File: src/rtl/riscv_pkg.sv
// Shared core types and constants used by the fetch stage and the IF/ID register.
package riscv_pkg;

  // First fetch address after reset
  localparam logic [31:0] RESET_PC  = 32'h0000_0000;

  // addi x0, x0, 0
  localparam logic [31:0] NOP_INSTR = 32'h0000_0013;

  typedef struct packed {
    logic [31:0] pc;
    logic [31:0] instruction;
    logic [31:0] pc_plus4;
    logic        valid_if_id;
  } if_id_reg_t;

endpackage

File: src/rtl/if_stage.sv
// Instruction-fetch stage: owns the PC, issues one outstanding imem request at a time,
// holds a fetched word under stall and drops wrong-path responses after a redirect.
// Optional: define IF_STAGE_PERF_EN to add the fetch / memory-wait performance counters.
module if_stage
  import riscv_pkg::*;
#(
  parameter logic [31:0] RESET_PC = riscv_pkg::RESET_PC
) (
  input  logic        clk,
  input  logic        reset,
  input  logic        stall,
  input  logic        redirect,
  input  logic [31:0] redirect_pc,
  output logic        imem_req_valid,
  output logic [31:0] imem_req_addr,
  input  logic        imem_req_ready,
  input  logic        imem_resp_valid,
  input  logic [31:0] imem_resp_data,
  output if_id_reg_t  fetch_out,
  output logic        fetch_busy
`ifdef IF_STAGE_PERF_EN
  ,
  output logic [31:0] perf_fetch_cnt,
  output logic [31:0] perf_mem_wait_cnt
`endif
);

  typedef enum logic [1:0] {
    StReq,
    StWait,
    StHold,
    StDrop
  } state_e;

  state_e      state_q, state_d;
  logic [31:0] pc_q, pc_d;
  logic [31:0] hold_q, hold_d;
  logic [31:0] pc_plus4;
  logic [31:0] redirect_target;
  logic        deliver_valid;

  // Low two bits of the redirect target are ignored; the target is always word aligned.
  logic unused_redirect_bits;
  assign unused_redirect_bits = ^redirect_pc[1:0];

  assign redirect_target = {redirect_pc[31:2], 2'b00};
  assign pc_plus4        = pc_q + 32'd4;

  // Next-state, PC and hold-buffer update; redirect overrides everything else.
  always_comb begin
    state_d = state_q;
    pc_d    = pc_q;
    hold_d  = hold_q;
    unique case (state_q)
      StReq: begin
        if (redirect) begin
          pc_d = redirect_target;
        end else if (imem_req_ready) begin
          state_d = StWait;
        end
      end
      StWait: begin
        if (imem_resp_valid) begin
          if (redirect) begin
            pc_d    = redirect_target;
            state_d = StReq;
          end else if (!stall) begin
            pc_d    = pc_plus4;
            state_d = StReq;
          end else begin
            hold_d  = imem_resp_data;
            state_d = StHold;
          end
        end else if (redirect) begin
          // The in-flight response belongs to the old path and must be swallowed.
          pc_d    = redirect_target;
          state_d = StDrop;
        end
      end
      StHold: begin
        if (redirect) begin
          pc_d    = redirect_target;
          state_d = StReq;
        end else if (!stall) begin
          pc_d    = pc_plus4;
          state_d = StReq;
        end
      end
      StDrop: begin
        if (redirect) begin
          pc_d = redirect_target;
        end
        if (imem_resp_valid) begin
          state_d = StReq;
        end
      end
      default: state_d = StReq;
    endcase
  end

  // Fetch state registers.
  always_ff @(posedge clk or posedge reset) begin
    if (reset) begin
      state_q <= StReq;
      pc_q    <= RESET_PC;
      hold_q  <= NOP_INSTR;
    end else begin
      state_q <= state_d;
      pc_q    <= pc_d;
      hold_q  <= hold_d;
    end
  end

  // Request channel and IF/ID bundle; response data passes straight through in WAIT.
  always_comb begin
    imem_req_valid = (state_q == StReq) && !redirect && !reset;
    imem_req_addr  = pc_q;
    fetch_busy     = (state_q == StWait) || (state_q == StDrop);
    deliver_valid  = !redirect &&
                     (((state_q == StWait) && imem_resp_valid) || (state_q == StHold));

    fetch_out.pc          = pc_q;
    fetch_out.pc_plus4    = pc_plus4;
    fetch_out.valid_if_id = deliver_valid;
    fetch_out.instruction = NOP_INSTR;
    if (deliver_valid) begin
      fetch_out.instruction = (state_q == StHold) ? hold_q : imem_resp_data;
    end
  end

`ifdef IF_STAGE_PERF_EN
  logic [31:0] fetch_cnt_q;
  logic [31:0] wait_cnt_q;

  // Count delivered instructions and cycles spent waiting on memory.
  always_ff @(posedge clk or posedge reset) begin
    if (reset) begin
      fetch_cnt_q <= '0;
      wait_cnt_q  <= '0;
    end else begin
      if (deliver_valid && !stall) begin
        fetch_cnt_q <= fetch_cnt_q + 32'd1;
      end
      if ((state_q == StWait) && !imem_resp_valid) begin
        wait_cnt_q <= wait_cnt_q + 32'd1;
      end
    end
  end

  assign perf_fetch_cnt    = fetch_cnt_q;
  assign perf_mem_wait_cnt = wait_cnt_q;
`endif

endmodule

File: config.mk
export PLATFORM = sky130hd
export DESIGN_NAME = if_stage
export DESIGN_NICKNAME = d
export VERILOG_FILES = /design/src/rtl/riscv_pkg.sv /design/src/rtl/if_stage.sv
export SDC_FILE = /design/constraint.sdc
export NUM_CORES = 1
export LEC_CHECK = 0
export BUFFER_PORTS_ARGS = -buffer_cell sky130_fd_sc_hd__buf_2
export CAP_MARGIN = 40
export CORE_MARGIN = 4
export CORE_UTILIZATION = 37
export DETAILED_ROUTE_END_ITERATION = 8
export PLACE_DENSITY = 0.74
export SYNTH_ARGS = -nofsm -noshare
export SYNTH_HDL_FRONTEND = slang
export SYNTH_SLANG_ARGS = --single-unit
File: constraint.sdc
create_clock -name clk -period 2 [get_ports clk]
set_input_delay 0.1 -clock clk [delete_from_list [all_inputs] [get_ports clk]]
set_output_delay 0.1 -clock clk [all_outputs]
set_load 0.01 [all_outputs]
==> impl_metrics.tcl <==
set metrics [dict create \
    hp-start "imem_resp_data[24]" \
    finalCriticalPeriod_ps 2120 \
    placementRows 40 \
    dieArea_um2 14100 \
    post-route-drc-count 0 \
    fin_setup_tns_ps -472 \
    syn-num-nets 541 \
    place.detailed.hpwl_um 10800 \
    path_class "reg2out" \
    rsz_0062_raised_after_global_routing "true" \
    cellPowerDensity_nw_per_um2 1490 \
    globalplace.congestion 0.899 \
    globalRouteOverflowTotal 0 \
    vdd.ir_drop.worst_mv 0.648 \
    finalHoldViolCount 0 \
    cell_area_after_technology_mapping_um2 4520 \
    cts_tree "done" \
    nFillCells 1033 \
    setup.worst_path.start_class "flip-flop" \
    clk_transition_reported_paths_ps 60 \
    tritoncts_num_sinks 66 \
    synth_common_cells "sky130_fd_sc_hd__dfrtp_1, sky130_fd_sc_hd__nor2_1, sky130_fd_sc_hd__buf_4" \
    number_of_synthesis_warnings 0 \
    first_pass_grt_wire_length_um 23700 \
    source_to_sink_clock_delay_at_the_later_pin_of_the_worst_skew_pair_ps 330 \
    slew_limit_fails 0 \
    tightestPinTransition_ps 717 \
    floorplan.die.height_um 119 \
    synth_top_area_share_pct 34.9 \
    critical_path.cell_chain "ha_2 > nand4_1 > or4_4 > nor2_4 > xor2_2 > buf_2" \
    wire_per_inst_um 18.7 \
    clock-skew-final_ps 5.57 \
    core-area_um2 12000 \
    grtUsageTotal_pct 20.9 \
    hold-path-cell-count 2 \
    highest_delay_cell_along_the_critical_path "sky130_fd_sc_hd__or4_4" \
    die_w_um 119 \
    max-slew-margin-rel_pct 52.1 \
    critPathArrivalTime_ps 2020 \
    placement.io_buffers 198 \
    netlist_instances 466 \
    synth_enable_flop_cells 0 \
    crit-reg2reg-launch "state_q[1]" \
    multi_input_area_um2 2750 \
    compound_gate_portion_of_the_synthesized_area_pct 10.8 \
    post_synth_fa_ha_maj_area_fraction_pct 1.38 \
    yosys-mux-area-fraction_pct 15.7 \
    synth_async_sr_flop_share_pct 100 \
    maxClockFrequency_mhz 473 \
    synth_top_cells_by_area "sky130_fd_sc_hd__dfrtp_1, sky130_fd_sc_hd__mux2_2, sky130_fd_sc_hd__mux2i_1" \
    hold_end "hold_q[24]" \
    grt_antenna_before_repair 1 \
    synth-xor-area-share_pct 5.78 \
    ios 201 \
    final_cell_area_um2 6710 \
    numCtsBuffers 9 \
    synthToLayoutAreaGrowth_pct 48.4 \
    timing.critical_path.to_type "primary output" \
    cts_htree_levels 3 \
    synth.yosys.seq_area_share_pct 36.6 \
    detail-route-antenna-nets 0 \
    yosys_most_used_dff "sky130_fd_sc_hd__dfrtp_1" \
    total_leakage_power_nw 3.31 \
    clock_path_buffers 2 \
    synth_top_family_by_area "simple AND/OR/NAND/NOR gates" \
    critical_path.max_fanout 3 \
    register_area_um2 1670 \
    via_cell_ratio 5.50 \
    run_status "finished with violations" \
    synthSimpleGateAreaFrac_pct 19.9 \
    violations "setup timing" \
    vias_in_the_first_global_route 4503 \
    post-synth-top-count-cell "sky130_fd_sc_hd__dfrtp_1" \
    synth.avg_cell_area_um2 9.70 \
    routed_wl_um 15800 \
    final_layout_size_suffix_gt1_share_pct 58.6 \
    yosys_register_bits 66 \
    crit-reg2reg-capture "imem_req_addr[19]" \
    drt_first_iter_violations 279 \
    grt_max_degree 36 \
    synth.distinct_cells 63 \
    min-delay-path-class "in2reg" \
    least_setup_slack_across_all_paths_after_layout_ps -116 \
    yosys.area.top_type "sky130_fd_sc_hd__dfrtp_1" \
    critical_path.max_stage_delay_ps 510 \
    start_util_pct 37.6 \
    timing.max_cap.violations 0 \
    final.period_utilization_pct 106 \
    net_count_reported_at_finish 768 \
    crit_required_ps 1900 \
    dr.pass1.iters 6 \
    worst-r2r-cell-count 9 \
    routed_via_count 4652 \
    ff2ff_setup_slack_ps 0 \
    setup_viol 10 \
    timing.critical_path.from "imem_req_addr[2]" \
    clk_root_buffer_cell "sky130_fd_sc_hd__clkbuf_16" \
    dpl_cell_area_um2 5610 \
]
[cell families (layout without fill, tap and decap cells)]
| group | after synthesis | after routing |
|---|---|---|
| buffers and inverters | 74 | 303 |
| DFF | 66 | 66 |
| adders and majority gates | 5 | 5 |
| xor gates and xnor gates | 29 | 29 |
| AOI/OAI and AO/OA | 71 | 71 |
| muxes | 67 | 67 |
| and+or+nand+nor | 154 | 157 |
| other | 0 | 1 |
[where the power goes]
part           internal, W  total, W  switching, W  leakage, nW
clock              0.00113   0.00175      0.000618        0.155
sequential         0.00201   0.00267      0.000660        0.800
combinational      0.00270   0.00559       0.00289         2.35
total              0.00583    0.0100       0.00417         3.31
[what timing repair did]
action	CTS	global route
hold buffers	7	0
endpoints found under the setup margin	76	75
setup buffers	14	19
cloned	3	2
gates resized for setup	43	60
pin swaps	16	24
hold endpoints to repair	34	0
[routing by layer]
metal | GRT usage [%] | vias up | part of all wire, %
li1 | - | 2095 | -
met1 | 27.1 | 2290 | 41
met2 | 33.7 | 233 | 49
met3 | 3.92 | 34 | 6.6
met4 | 9.49 | 0 | 3.0
met5 | 0 | - | 0
[metrics by stage]
stage | util (%) | setup slack (ps) | hold WS, ps | total power, W | cells
6_report | 55.9 | -116 | 13.7 | 0.0100 | 846
5_1_grt | 55.9 | -240 | 7.51 | 0.0106 | 846
4_1_cts | 52.5 | -103 | 2.28 | 0.00943 | 825
3_5_place_dp | 46.7 | -73.5 | 264 | 0.00727 | 785
3_3_place_gp | 46.7 | 29.7 | 242 | 0.00708 | 785
2_1_floorplan | - | 7.20 | 225 | 0.00559 | 466
[registers in the layout, summed over array words and instances, names as in the netlist]
name           flops
imem_req_addr     32
hold_q            32
state_q            2
[worst max-delay path by stage]
| stage | end | depth (start not counted) | slack [ps] |
|---|---|---|---|
| global placement | imem_req_addr[4] | 8 | 30 |
| CTS | fetch_out[21] | 6 | -100 |
| floorplan | imem_req_addr[19] | 8 | 7 |
| global route | fetch_out[29] | 6 | -240 |
| detailed placement | imem_req_addr[4] | 8 | -70 |
| finish | fetch_out[21] | 6 | -120 |
[area by class of cell]
cell class | count | area share, %
Timing Repair Buffer | 278 | 25.8
Clock inverter | 6 | 1.32
Sequential cell | 66 | 24.9
Clock buffer | 10 | 3.56
Multi-Input combinational cell | 329 | 41.0
Tap cell | 147 | 2.74
Inverter | 9 | 0.504
Antenna cell | 1 | 0.0373
[cells in the final DEF (no fill, tap or decap), types with 4 or more instances in the layout]
cell type,instances
sky130_fd_sc_hd__buf_12,4
sky130_fd_sc_hd__dlygate4sd3_1,7
sky130_fd_sc_hd__o311ai_1,4
sky130_fd_sc_hd__o21ai_0,7
sky130_fd_sc_hd__mux2_2,32
sky130_fd_sc_hd__buf_4,57
sky130_fd_sc_hd__nor3_1,6
sky130_fd_sc_hd__nor2_1,37
sky130_fd_sc_hd__a22oi_1,4
sky130_fd_sc_hd__xnor2_1,8
sky130_fd_sc_hd__nor3b_1,9
sky130_fd_sc_hd__nor2_2,8
sky130_fd_sc_hd__xor2_1,10
sky130_fd_sc_hd__xnor2_2,8
sky130_fd_sc_hd__dfrtp_2,14
sky130_fd_sc_hd__buf_2,197
sky130_fd_sc_hd__dfrtp_1,49
sky130_fd_sc_hd__clkbuf_16,9
sky130_fd_sc_hd__o2bb2ai_1,10
sky130_fd_sc_hd__inv_2,4
sky130_fd_sc_hd__buf_6,10
sky130_fd_sc_hd__mux2i_1,33
sky130_fd_sc_hd__inv_1,5
sky130_fd_sc_hd__nand2_1,29
sky130_fd_sc_hd__nor4_4,4
sky130_fd_sc_hd__or2_4,5
sky130_fd_sc_hd__nand3_1,4
sky130_fd_sc_hd__a21oi_1,21
sky130_fd_sc_hd__nand4_1,8
[critical path: cells and delay by family (launching register included)]
kind | cells | cell delay [ps]
simple gates | 3 | 780
flops | 1 | 370
fa+ha+maj | 1 | 220
xor+xnor | 1 | 170
buf+inv | 1 | 160
Power figures use the tool's default switching activity.
